**config.mk**
```make
export PLATFORM = sky130hd
export DESIGN_NAME = wind_gen
export DESIGN_NICKNAME = d
export VERILOG_FILES = /design/src/rtl/wind_gen.sv
export SDC_FILE = /design/constraint.sdc
export NUM_CORES = 1
export LEC_CHECK = 0
export BUFFER_PORTS_ARGS = -buffer_cell sky130_fd_sc_hd__buf_2
export CAP_MARGIN = 0
export CELL_PAD_IN_SITES_DETAIL_PLACEMENT = 0
export CELL_PAD_IN_SITES_GLOBAL_PLACEMENT = 2
export CORE_AREA = 2 2 39 41
export DETAILED_ROUTE_END_ITERATION = 7
export DIE_AREA = 0 0 41 43
export PLACE_DENSITY_LB_ADDON = 0.1
export SLEW_MARGIN = 25
export SYNTH_ARGS = -nofsm -noshare
export SYNTH_HDL_FRONTEND = slang
export SYNTH_SLANG_ARGS = --single-unit
export TNS_END_PERCENT = 10
```
**constraint.sdc**
```tcl
create_clock -name clk -period 1.4 [get_ports clk]
set_input_delay 0.28 -clock clk [delete_from_list [all_inputs] [get_ports clk]]
set_output_delay 0.28 -clock clk [all_outputs]
set_load 0.02 [all_outputs]
```
**src/rtl/wind_gen.sv**
```systemverilog
// rtl/wind_gen.sv - parametrised wind-pattern generator for the obstacle/wind layer
//
// Purpose: produces a lane pattern over LANES lanes, advancing once every
// TICK_DIV clock cycles. Modes: CALM (no wind), STEADY (centre lane),
// SWEEP (scrolling one-hot), GUST (random lane with occasional all-lane gusts).
//
// Optional feature macro: WIND_GUST_EN. When undefined, the LFSR, the gust
// state machine and its counter are compiled out, mode 11 behaves as STEADY
// and gust is tied low.
//
// Ports:
//   clk    in   1      system clock, rising edge
//   reset  in   1      asynchronous active-low reset
//   mode   in   2      00 CALM, 01 STEADY, 10 SWEEP, 11 GUST (sampled on steps)
//   out    out  LANES  registered lane pattern, bit i = wind in lane i
//   gust   out  1      registered, high while a gust is active
//   step   out  1      registered pulse, high in the cycle a new out first appears
module wind_gen #(
  parameter int         LANES    = 3,
  parameter int         TICK_DIV = 4,
  parameter int         GUST_LEN = 3,
  parameter logic [7:0] SEED     = 8'hA5
) (
  input  logic             clk,
  input  logic             reset,
  input  logic [1:0]       mode,
  output logic [LANES-1:0] out,
  output logic             gust,
  output logic             step
);

  localparam int PW = $clog2(LANES);
  localparam int DW = (TICK_DIV > 1) ? $clog2(TICK_DIV) : 1;

  localparam logic [PW-1:0] MID  = PW'(LANES / 2);
  localparam logic [PW-1:0] LAST = PW'(LANES - 1);
  localparam logic [DW-1:0] DIV_LAST = DW'(TICK_DIV - 1);

  localparam logic [1:0] M_CALM   = 2'b00;
  localparam logic [1:0] M_STEADY = 2'b01;
  localparam logic [1:0] M_SWEEP  = 2'b10;

  function automatic logic [LANES-1:0] onehot(input logic [PW-1:0] p);
    onehot = {{(LANES-1){1'b0}}, 1'b1} << p;
  endfunction

  logic [DW-1:0]    div_cnt;
  logic [PW-1:0]    pos;
  logic [PW-1:0]    pos_nxt;
  logic [LANES-1:0] out_nxt;
  logic             tick;

  assign tick = (div_cnt == DIV_LAST);

`ifdef WIND_GUST_EN
  localparam int GW = $clog2(GUST_LEN + 1);
  localparam logic [GW-1:0] GCNT_INIT = GW'(GUST_LEN - 1);
  localparam logic [0:0] G_IDLE = 1'b0;
  localparam logic [0:0] G_BLOW = 1'b1;
  localparam logic [1:0] M_GUST = 2'b11;

  logic [7:0]    lfsr;
  logic [0:0]    state;
  logic [0:0]    state_nxt;
  logic [GW-1:0] gcnt;
  logic [GW-1:0] gcnt_nxt;
  logic          gust_nxt;
  logic          fb;
  logic [6:0]    pick_wide;
  logic [PW-1:0] pick;

  // Taps for x^8+x^6+x^5+x^4+1 in a left-shifting Fibonacci register.
  assign fb        = lfsr[7] ^ lfsr[5] ^ lfsr[4] ^ lfsr[3];
  assign pick_wide = lfsr[7:1] % 7'(LANES);
  assign pick      = PW'(pick_wide);
`endif

  always_comb begin
    pos_nxt = pos;
    out_nxt = out;
`ifdef WIND_GUST_EN
    state_nxt = state;
    gcnt_nxt  = gcnt;
    gust_nxt  = gust;
`endif
    case (mode)
      M_CALM: begin
        out_nxt = '0;
      end
      M_STEADY: begin
        pos_nxt = MID;
        out_nxt = onehot(MID);
      end
      M_SWEEP: begin
        pos_nxt = (pos == LAST) ? '0 : pos + PW'(1);
        out_nxt = onehot(pos_nxt);
      end
      default: begin
`ifdef WIND_GUST_EN
        if (state == G_BLOW && gcnt != '0) begin
          gcnt_nxt = gcnt - GW'(1);
          out_nxt  = '1;
          gust_nxt = 1'b1;
        end else if (lfsr[1:0] == 2'b11) begin
          // Reached from idle or from the last blow step: the idle rule
          // applies in the same step, so a new gust may start back-to-back.
          state_nxt = G_BLOW;
          gcnt_nxt  = GCNT_INIT;
          out_nxt   = '1;
          gust_nxt  = 1'b1;
        end else begin
          state_nxt = G_IDLE;
          gust_nxt  = 1'b0;
          pos_nxt   = pick;
          out_nxt   = onehot(pick);
        end
`else
        pos_nxt = MID;
        out_nxt = onehot(MID);
`endif
      end
    endcase
`ifdef WIND_GUST_EN
    // Leaving GUST mode aborts any gust in progress.
    if (mode != M_GUST) begin
      state_nxt = G_IDLE;
      gust_nxt  = 1'b0;
    end
`endif
  end

  always_ff @(posedge clk or negedge reset) begin
    if (!reset) begin
      div_cnt <= '0;
      step    <= 1'b0;
      out     <= '0;
      pos     <= MID;
`ifdef WIND_GUST_EN
      lfsr  <= SEED;
      state <= G_IDLE;
      gcnt  <= '0;
      gust  <= 1'b0;
`endif
    end else begin
      step    <= tick;
      div_cnt <= tick ? '0 : div_cnt + DW'(1);
      if (tick) begin
        out <= out_nxt;
        pos <= pos_nxt;
`ifdef WIND_GUST_EN
        lfsr  <= {lfsr[6:0], fb};
        state <= state_nxt;
        gcnt  <= gcnt_nxt;
        gust  <= gust_nxt;
`endif
      end
    end
  end

`ifndef WIND_GUST_EN
  assign gust = 1'b0;
`endif

endmodule

```
**Word-level counts from Yosys, hierarchy flattened**

Cells that the tools add are included.

- Multipliers: 0
- Eq/ne operators: 3
- Shift operators: 1
- Mux-type cells: 4
- Bitwise operators: 1
- $add $sub $neg: 2
- Magnitude comparators: 0
- Reductions and logical operators: 2
- Divide/modulo/power cells: 0

Operator list:

| cell | count |
|---|---|
| == test 2 bit (second input constant) | 3 |
| case mux 3 bit (2 select lines) | 1 |
| adder 2 x 1 -> 2 bit (second input constant) | 2 |
| 2-to-1 mux 2 bit | 2 |
| case mux 2 bit (2 select lines) | 1 |
| left shift 1 x 2 -> 3 bit (first input constant) | 1 |
| logical NOT 2 bit | 1 |
| AND reduction 2 bit | 1 |
| inverter 1 bit | 1 |

- Memory bits (writable): 0
- Word-level logic and storage cells: 17
- Output and inout bits: 5
- Flip-flop bits (word level): 8
- Memories: 0
- Bits in read-only memories: 0
- Bits in latches: 0

**Logic depth before layout (Yosys ltp)**

Gate-level depths: netlist (run 1).

- Depth in word-level cells: 4
- Mapped depth: 4

**Worst setup path after synthesis (run 1)**

OpenSTA, ideal clock, no wires.

- Path type: reg2reg
- Start point: reg div_cnt[0]
- End point: reg pos[0]
- Slack: 0.221 ns
- Data required time: 1.318 ns
- Path buffers: 1
- Period minus slack after synthesis: 1.179 ns
- Data arrival time: 1.098 ns
- Cell stages (with the launch flop): 5
- Cells stage by stage: dfrtp_1 -> ha_1 -> buf_6 -> and2_0 -> a211o_1

- Word-level cells in the longest chain between the ends: 2

RTL lines:

| what | line | source |
|---|---|---|
| start, declared | 47 | `logic [DW-1:0] div_cnt;` |
| start signal, assigned | 146 | `div_cnt <= tick ? '0 : div_cnt + DW'(1);` |
| == test 2 bit | 53 | `assign tick = (div_cnt == DIV_LAST);` |
| via tick | 51 | `logic tick;` |
| AND reduction 2 bit (no source line) | - |  |
| end signal, assigned | 149 | `pos <= pos_nxt;` |
| end, declared | 48 | `logic [PW-1:0] pos;` |

The timed path passes the listed nets, and every way through them passes these cells.
A chain may end at the register's enable or synchronous reset.

**Worst setup path after layout (run 1)**

- Start point: reg div_cnt[0]
- End point: reg out[1]

- Word-level cells in the longest chain between the ends: 1

RTL lines:

| what | line | source |
|---|---|---|
| == test 2 bit | 53 |  |
| via tick | 51 |  |
| end signal, assigned | 148 | `out <= out_nxt;` |
| end, declared | 27 | `output logic [LANES-1:0] out,` |

The timed path passes the listed nets, and every way through them passes these cells.

==> results of run 1 <==
[cells in the final DEF (no fill, tap or decap)]
| master | instances |
|---|---|
| clkbuf_4 | 3 |
| or2b_1 | 1 |
| nor3b_1 | 1 |
| and2_0 | 1 |
| nand4b_1 | 1 |
| mux2_4 | 1 |
| a22o_1 | 1 |
| o22a_1 | 1 |
| a211o_1 | 1 |
| clkbuf_1 | 1 |
| conb_1 | 1 |
| and4bb_1 | 1 |
| dfstp_2 | 1 |
| o21ai_0 | 2 |
| dfrtp_1 | 7 |
| buf_2 | 7 |
| a21boi_0 | 1 |
| nor2_1 | 1 |
| ha_1 | 1 |
| inv_1 | 1 |
| dlygate4sd3_1 | 1 |
[power by group through the flow]
stage	clock [mW]	combinational, mW	sequential (mW)
2_1_floorplan	0	0.0193	0.258
3_3_place_gp	0	0.0400	0.252
3_5_place_dp	0	0.0415	0.253
4_1_cts	0.198	0.0435	0.249
5_1_grt	0.218	0.0476	0.251
6_report	0.188	0.0422	0.249
[cell families after synthesis]
logic type | count (synthesis)
AO/OA/AOI/OAI | 6
adder cells (fa/ha/maj) | 1
buffers and inverters | 3
flip-flops | 8
multiplexers | 1
other | 1
AND/OR/NAND/NOR | 6
[stage by stage]
stage          std cells  setup WS [ns]  area, um2
2_1_floorplan         26          0.221        345
3_3_place_gp          47          0.176        382
3_5_place_dp          47          0.145        382
4_1_cts               52          0.125        418
5_1_grt               52         0.0426        418
6_report              52          0.133        418
[flip-flops by register name (all words and copies together) (netlist names)]
| name | cells |
|---|---|
| out | 3 |
| div_cnt | 2 |
| pos | 2 |
| step | 1 |
[area by class of cell]
| type | count | area, um2 |
|---|---|---|
| Tap cell | 16 | 20.0 |
| Inverter | 1 | 3.75 |
| Sequential cell | 8 | 201 |
| Fill cell | 146 | 966 |
| Multi-Input combinational cell | 15 | 121 |
| Clock buffer | 4 | 26.3 |
| Timing Repair Buffer | 8 | 45.0 |
[what timing repair did]
action                     CTS  global route
hold endpoints to repair     7             0
setup endpoints to repair    0             0
setup buffers                0             0
hold buffers                 1             0
[critical path, delay by kind of cell (launching register included)]
kind                     cells  cell delay [ns]
AND/OR/NAND/NOR              1             0.27
flip-flops                   1             0.35
AO/OA/AOI/OAI                1             0.15
adder cells (fa/ha/maj)      1             0.38
[final timing paths]
| path | from | endpoint | slack (ns) |
|---|---|---|---|
| hold / removal | mode[1] | out[0]$_DFFE_PN0P_ | 0.34 |
| max in group asynchronous | reset | pos[0]$_DFFE_PN1P_ | 0.77 |
| hold reg to reg | div_cnt[0]$_DFF_PN0_ | div_cnt[0]$_DFF_PN0_ | 0.44 |
| min in group asynchronous | reset | out[0]$_DFFE_PN0P_ | 0.39 |
| setup / recovery | div_cnt[0]$_DFF_PN0_ | out[1]$_DFFE_PN0P_ | 0.13 |
| setup reg to reg | div_cnt[0]$_DFF_PN0_ | out[1]$_DFFE_PN0P_ | 0.13 |
[layer usage]
metal	wire, um	up-vias	track usage (%)	part of all wire [%]
met5	0	-	0	0
met4	0	0	8.00	0
met3	48	0	4.71	7.9
met2	274	7	11.3	45
met1	284	96	11.5	47
li1	-	109	-	-
==> results.yml, run 1 <==
synthesis:
  yosys.area_share.simple_pct: 13.4
  synth_area_um2: 345
  synth-edff-count: 0
  yosysWarnings: 0
  ys.flop_type: "dfrtp_1"
  muxShareOfSynthArea_pct: 4.35
  synth_compound_area_share_pct: 12.7
  synth_top_family_by_area: "simple AND/OR/NAND/NOR gates"
  synthCells: 26
  synthTopCellsByArea: "dfrtp_1 (51%), dfstp_2 (7.6%), mux2_4 (4.3%)"
  yosys.cell_count.top_type: "dfrtp_1"
  synth_top_area_cell: "dfrtp_1"
  netlist_top_cells_count: "dfrtp_1 (7), o21ai_0 (2)"
  synth_fp_nets: 31
  yosysUniqueCellTypes: 19
  synth_top_cell_area_share_pct: 50.7
  synthXorXnorAreaFrac_pct: 0
  synth_adder_area_share_pct: 3.62
  syn-mean-instance-area_um2: 13.3
  ys_seq_area_share_pct: 58.3
  postSynth.asyncResetShare_pct: 100
  ys_ff_latch: 8
worst_hold_path:
  hold_path_class: "input pin to flop"
  worstHoldPathCells: 3
floorplan:
  pin_count: 9
  initial_core_util_pct: 25.0
  core_mm2: 0.00138
  row_count: 14
  dieArea_mm2: 0.00176
  die_h_um: 43
  die_w_um: 41
timing:
  rsz0062_at_grt: "false"
  hold_viol: 0
  fin_tns_setup_ns: 0
  hold-worst-slack_ns: 0.342
  fmax_mhz: 789
  period_share_pct: 90.5
  setup_viol: 0
  skew_ns: 0.00556
  drv_slew: 0
  min_period_ns: 1.27
cts:
  htree_levels: 1
  numClockSinks: 8
  insertion_delay_ns: 0.25
  cts_buffers: 3
  clock_path_buffers: 2
  cts.repair.resized: 0
  clockRootBuffer: "clkbuf_4"
  cts.clk_slew.worst_paths_ns: 0.06
  cts_tree: "built"
route:
  vias_per_cell: 4.08
  vias: 212
  firstDrtPassIters: 2
  wl_per_cell_um: 11.7
  first_iter_violations: 5
  wl_um: 607
  drc: 0
  ant_nets: 0
power:
  p_sw_share_pct: 22.7
  power_mw: 0.480
  comb_power_share_pct: 8.8
  seqPwrFrac_pct: 51.9
  ir_worst_vdd_v: 0.000392
  power.clock.fraction_pct: 39.3
  p_switching_mw: 0.109
  power_density_mw_per_mm2: 1150
  leakage_nw: 0.200
  p_int_mw: 0.371
grt:
  grtUsageTotal_pct: 9.30
  grt_pass1_wl_um: 986
  grt_pass1_vias: 202
  overflow: 0
  antenna_found_initial: 0
  grt_max_degree: 13
final_layout:
  area_growth_pct: 21.0
  n_antenna_cell: 0
  nNetsFinal: 42
  utilization_pct: 30.2
  drive_above_1_share_pct: 33.3
job:
  cap_violations: 0
worst_setup_path:
  worstPathMaxFanout: 12
  path_cells: "ha_1 -> or2b_1 -> o22a_1"
  reg2reg_depth: 3
  critPathArrivalTime_ns: 1.40
  cpMaxStageDelayCell: "ha_1"
  endpoint_kind: "flop"
  required_ns: 1.54
  critPathMaxStageDelay_ns: 0.38
  crit_type: "flop to flop"
  crit_path_start_kind: "flop"
placed_design:
  globalplace.congestion: 0.628
  hpwl_um: 464
  io_buffers: 7
status:
  outcome: "finished clean"
Note: power is estimated with default switching activity, not from simulation.
==> run 2, diff against run 1 <==
--- a/config.mk
+++ b/config.mk
@@ -13,6 +13,7 @@
 export DETAILED_ROUTE_END_ITERATION = 7
 export DIE_AREA = 0 0 41 43
 export PLACE_DENSITY_LB_ADDON = 0.1
+export RECOVER_POWER = 50
 export SLEW_MARGIN = 25
 export SYNTH_ARGS = -nofsm -noshare
 export SYNTH_HDL_FRONTEND = slang
==> results.yml, run 2 (synthesis gave the netlist of run 1 again) <==
worst_setup_path:
  crit_type: "flop to flop"
  r2r_slack_ns: 0.13
  path_cells: "ha_1 -> or2b_1 -> o22a_1"
  cpMaxStageDelayCell: "ha_1"
  critPathArrivalTime_ns: 1.40
  critPathMaxStageDelay_ns: 0.38
  crit_path_start_kind: "flop"
  endpoint_kind: "flop"
  worstPathMaxFanout: 12
  required_ns: 1.54
placed_design:
  hpwl_um: 464
  detailedPlace.worstSlack_ns: 0.145
  place_area_um2: 382
  io_buffers: 7
  placed_cells: 47
  globalplace.congestion: 0.628
final_layout:
  stdcell_count: 52
  largest-register: "out"
  utilization_pct: 30.1
  area_growth_pct: 20.7
  largestRegisters: "out (3), div_cnt (2), pos (2)"
  stdcell_area_um2: 417
  n_antenna_cell: 0
  drive_above_1_share_pct: 30.6
  largest_reg_flops: 3
  final_common_cell: "dfrtp_1"
  nNetsFinal: 42
  final_cell_mix: "dfrtp_1 (7), buf_2 (6), clkbuf_4 (3), o21ai_0 (2), clkbuf_1 (2)"
cts:
  insertion_delay_ns: 0.25
  htree_levels: 1
  cts_buffers: 3
  post_cts_buffers: 0
  numClockSinks: 8
  clock_path_buffers: 2
  cts.repair.resized: 0
  cts.clk_slew.worst_paths_ns: 0.06
  cts_tree: "built"
  clockRootBuffer: "clkbuf_4"
floorplan:
  dieArea_mm2: 0.00176
  die_h_um: 43
  row_count: 14
  die_w_um: 41
  initial_core_util_pct: 25.0
  core_mm2: 0.00138
  pin_count: 9
timing:
  drv_slew: 0
  hold_viol: 0
  fin_ws_ns: 0.133
  fin_tns_setup_ns: 0
  hold-worst-slack_ns: 0.342
  period_share_pct: 90.5
  min_period_ns: 1.27
  rsz0062_at_grt: "false"
  setup_viol: 0
  skew_ns: 0.00556
  fmax_mhz: 789
power:
  power_density_mw_per_mm2: 1150
  seqPwrFrac_pct: 52.0
  p_int_mw: 0.371
  p_sw_share_pct: 22.7
  leakage_nw: 0.197
  power_mw: 0.479
  power.clock.fraction_pct: 39.3
  p_switching_mw: 0.109
  ir_worst_vdd_v: 0.000392
  comb_power_share_pct: 8.7
route:
  drc: 0
  wl_um: 606
  first_iter_violations: 5
  firstDrtPassIters: 2
  ant_nets: 0
  vias: 212
  vias_per_cell: 4.08
  wl_per_cell_um: 11.7
grt:
  grt_max_degree: 13
  grt_pass1_vias: 202
  overflow: 0
  grt_pass1_wl_um: 986
  antenna_found_initial: 0
  grtUsageTotal_pct: 9.30
job:
  cap_violations: 0
status:
  outcome: "finished clean"
worst_hold_path:
  hold_path_class: "input pin to flop"
## run 2: cell count changes in the layout (fill, tap and decap cells not counted), sizes merged
cell    change
clkbuf      +1
buf         -1
## run 2: per-layer routing
| metal | vias to the layer above | share of wire (%) | GRT usage [%] |
|---|---|---|---|
| li1 | 109 | - | - |
| met1 | 96 | 47 | 11.5 |
| met2 | 7 | 45 | 11.3 |
| met3 | 0 | 7.9 | 4.71 |
| met4 | 0 | 0 | 8.00 |
| met5 | - | 0 | 0 |
## run 2: critical path: cells and delay by family, from the launching register on
family | cells | cell delay [ns]
AOI/OAI and AO/OA | 1 | 0.15
and+or+nand+nor | 1 | 0.27
DFF | 1 | 0.35
adders and majority gates | 1 | 0.38
## run 2: final timing paths
check                                       endpoint                  from  cells past startpoint
worst max-delay path              out[1]$_DFFE_PN0P_  div_cnt[0]$_DFF_PN0_                      3
worst min register to register  div_cnt[0]$_DFF_PN0_  div_cnt[0]$_DFF_PN0_                      1
worst max register to register    out[1]$_DFFE_PN0P_  div_cnt[0]$_DFF_PN0_                      3
max in group asynchronous         pos[0]$_DFFE_PN1P_                 reset                      2
min in group asynchronous         out[0]$_DFFE_PN0P_                 reset                      2
worst min-delay path              out[0]$_DFFE_PN0P_               mode[1]                      3
## run 2: power groups by stage
| stage | Combinational [mW] | Sequential [mW] | Clock (mW) |
|---|---|---|---|
| floorplan | 0.0193 | 0.258 | 0 |
| global placement | 0.0400 | 0.252 | 0 |
| detailed placement | 0.0415 | 0.253 | 0 |
| CTS | 0.0435 | 0.249 | 0.198 |
| global route | 0.0472 | 0.251 | 0.218 |
| finish | 0.0418 | 0.249 | 0.188 |
## run 2: area by class of cell
class	instances	area (um2)
fillers	147	967
flip-flops and latches	8	201
multi-input cells	15	121
repair buffers	8	43.8
clock buffers	4	26.3
well taps	16	20.0
inverters	1	3.75
## run 2: repair_timing
item | 4_1_cts | 5_1_grt
setup endpoints to repair | 0 | 0
hold buffers | 1 | 0
hold endpoints to repair | 7 | 0
==> run 3, diff against run 2 <==
==> constraint.sdc (replaced) <==
create_clock -name clk -period 1.5 [get_ports clk]
set_input_delay 0.3 -clock clk [delete_from_list [all_inputs] [get_ports clk]]
set_output_delay 0.3 -clock clk [all_outputs]
set_load 0.02 [all_outputs]
==> results.yml, run 3 (synthesis gave the netlist of run 1 again) <==
floorplan:
  initial_core_util_pct: 25.0
  core_mm2: 0.00138
  die_w_um: 41
  die_h_um: 43
  pin_count: 9
  dieArea_mm2: 0.00176
  row_count: 14
cts:
  hold_buffers: 1
  clockRootBuffer: "clkbuf_4"
  cts.clk_slew.worst_paths_ns: 0.06
  numClockSinks: 8
  cts_tree: "built"
  clock_path_buffers: 2
  post_cts_buffers: 0
  cts_buffers: 3
  htree_levels: 1
  insertion_delay_ns: 0.25
  cts.repair.resized: 0
timing:
  rsz0062_at_grt: "false"
  min_period_ns: 1.26
  fmax_mhz: 797
  fin_tns_setup_ns: 0
  setup_viol: 0
  hold_viol: 0
  period_share_pct: 83.7
  hold-worst-slack_ns: 0.372
  drv_slew: 0
  skew_ns: 0.00672
grt:
  grt_pass1_vias: 225
  grtUsageMet3_pct: 4.71
  use_met1_pct: 11.6
  grt_pass1_wl_um: 979
  overflow: 0
  grtUsageTotal_pct: 9.02
  grt_max_degree: 13
  antenna_found_initial: 0
  grtUsageMet2_pct: 11.3
  grt_busiest_layer: "met1"
worst_setup_path:
  cpLargestDelayFamily: "flip-flops"
  crit_path_start_kind: "flop"
  critPathMaxStageDelay_ns: 0.38
  crit_type: "flop to flop"
  worstPathMaxFanout: 12
  endpoint_kind: "flop"
  cpMaxStageDelayCell: "dfrtp_1"
  path_buf_inv: 0
  path_cells: "ha_1 -> and2_0 -> a211o_1"
  critPathArrivalTime_ns: 1.43
  required_ns: 1.67
job:
  cap_violations: 0
route:
  vias_per_cell: 4.13
  wl_per_cell_um: 10.9
  vias: 215
  first_iter_violations: 1
  wl_um: 569
  ant_nets: 0
  drc: 0
  firstDrtPassIters: 2
final_layout:
  n_fill_cell: 146
  stdcell_area_um2: 417
  final_common_cell: "dfrtp_1"
  largest-register: "out"
  largest_reg_flops: 3
  nNetsFinal: 42
  final_cell_mix: "dfrtp_1 (7), buf_2 (6), clkbuf_4 (3), o21ai_0 (2), clkbuf_1 (2)"
  drive_above_1_share_pct: 30.6
  n_antenna_cell: 0
  largestRegisters: "out (3), div_cnt (2), pos (2)"
  area_growth_pct: 20.7
placed_design:
  place_area_um2: 382
  io_buffers: 7
  globalplace.congestion: 0.599
worst_hold_path:
  hold_path_class: "input pin to flop"
power:
  ir_worst_vdd_v: 0.000407
  power_density_mw_per_mm2: 1070
  leakage_nw: 0.197
status:
  outcome: "finished clean"
[run 3: cell counts in the layout (fill, tap and decap cells not counted)]
No cell type changed its count.
[run 3: worst register-to-register path: cells and delay by family (launching register included)]
kind,cells,cell delay [ns]
adders and majority gates,1,0.33
DFF,1,0.38
and+or+nand+nor,1,0.21
AOI/OAI and AO/OA,1,0.26
[run 3: cell type report]
class / count / area [um2] / share of cell area [%]
Timing Repair Buffer: 8 / 43.8 / 10.5
Multi-Input combinational cell: 15 / 121 / 29.1
Clock buffer: 4 / 26.3 / 6.31
Sequential cell: 8 / 201 / 48.3
Inverter: 1 / 3.75 / 0.901
Tap cell: 16 / 20.0 / 4.80
[run 3: routing by layer]
metal  vias to the layer above  routed length, um
met1                       100                271
met2                         7                254
li1                        108                  -
met4                         0                  0
met3                         0                 43
met5                         -                  0
[run 3: stage by stage]
| stage | std cells | utilization (%) | power, mW | setup WS [ns] |
|---|---|---|---|---|
| after floorplan | 26 | - | 0.259 | 0.321 |
| after global placement | 47 | 27.6 | 0.272 | 0.272 |
| after detailed placement | 47 | 27.6 | 0.274 | 0.252 |
| after CTS | 52 | 30.2 | 0.460 | 0.237 |
| after global routing | 52 | 30.1 | 0.474 | 0.134 |
| final | 52 | 30.1 | 0.446 | 0.245 |
[run 3: power by group]
part,internal [mW],leakage (nW),switching (mW)
registers,0.226,0.100,0.00600
logic,0.0177,0.0823,0.0213
clock network,0.102,0.0150,0.0732
total,0.346,0.197,0.100
[run 3: path summary, 6_finish.rpt]
check	start	end	slack (ns)	cells past startpoint
max in group asynchronous	reset	pos[0]$_DFFE_PN1P_	0.68	2
worst min register to register	div_cnt[0]$_DFF_PN0_	div_cnt[0]$_DFF_PN0_	0.42	1
worst max-delay path	div_cnt[0]$_DFF_PN0_	pos[0]$_DFFE_PN1P_	0.24	3
worst max register to register	div_cnt[0]$_DFF_PN0_	pos[0]$_DFFE_PN1P_	0.24	3
min in group asynchronous	reset	out[2]$_DFFE_PN0P_	0.49	2
worst min-delay path	mode[1]	out[0]$_DFFE_PN0P_	0.37	3
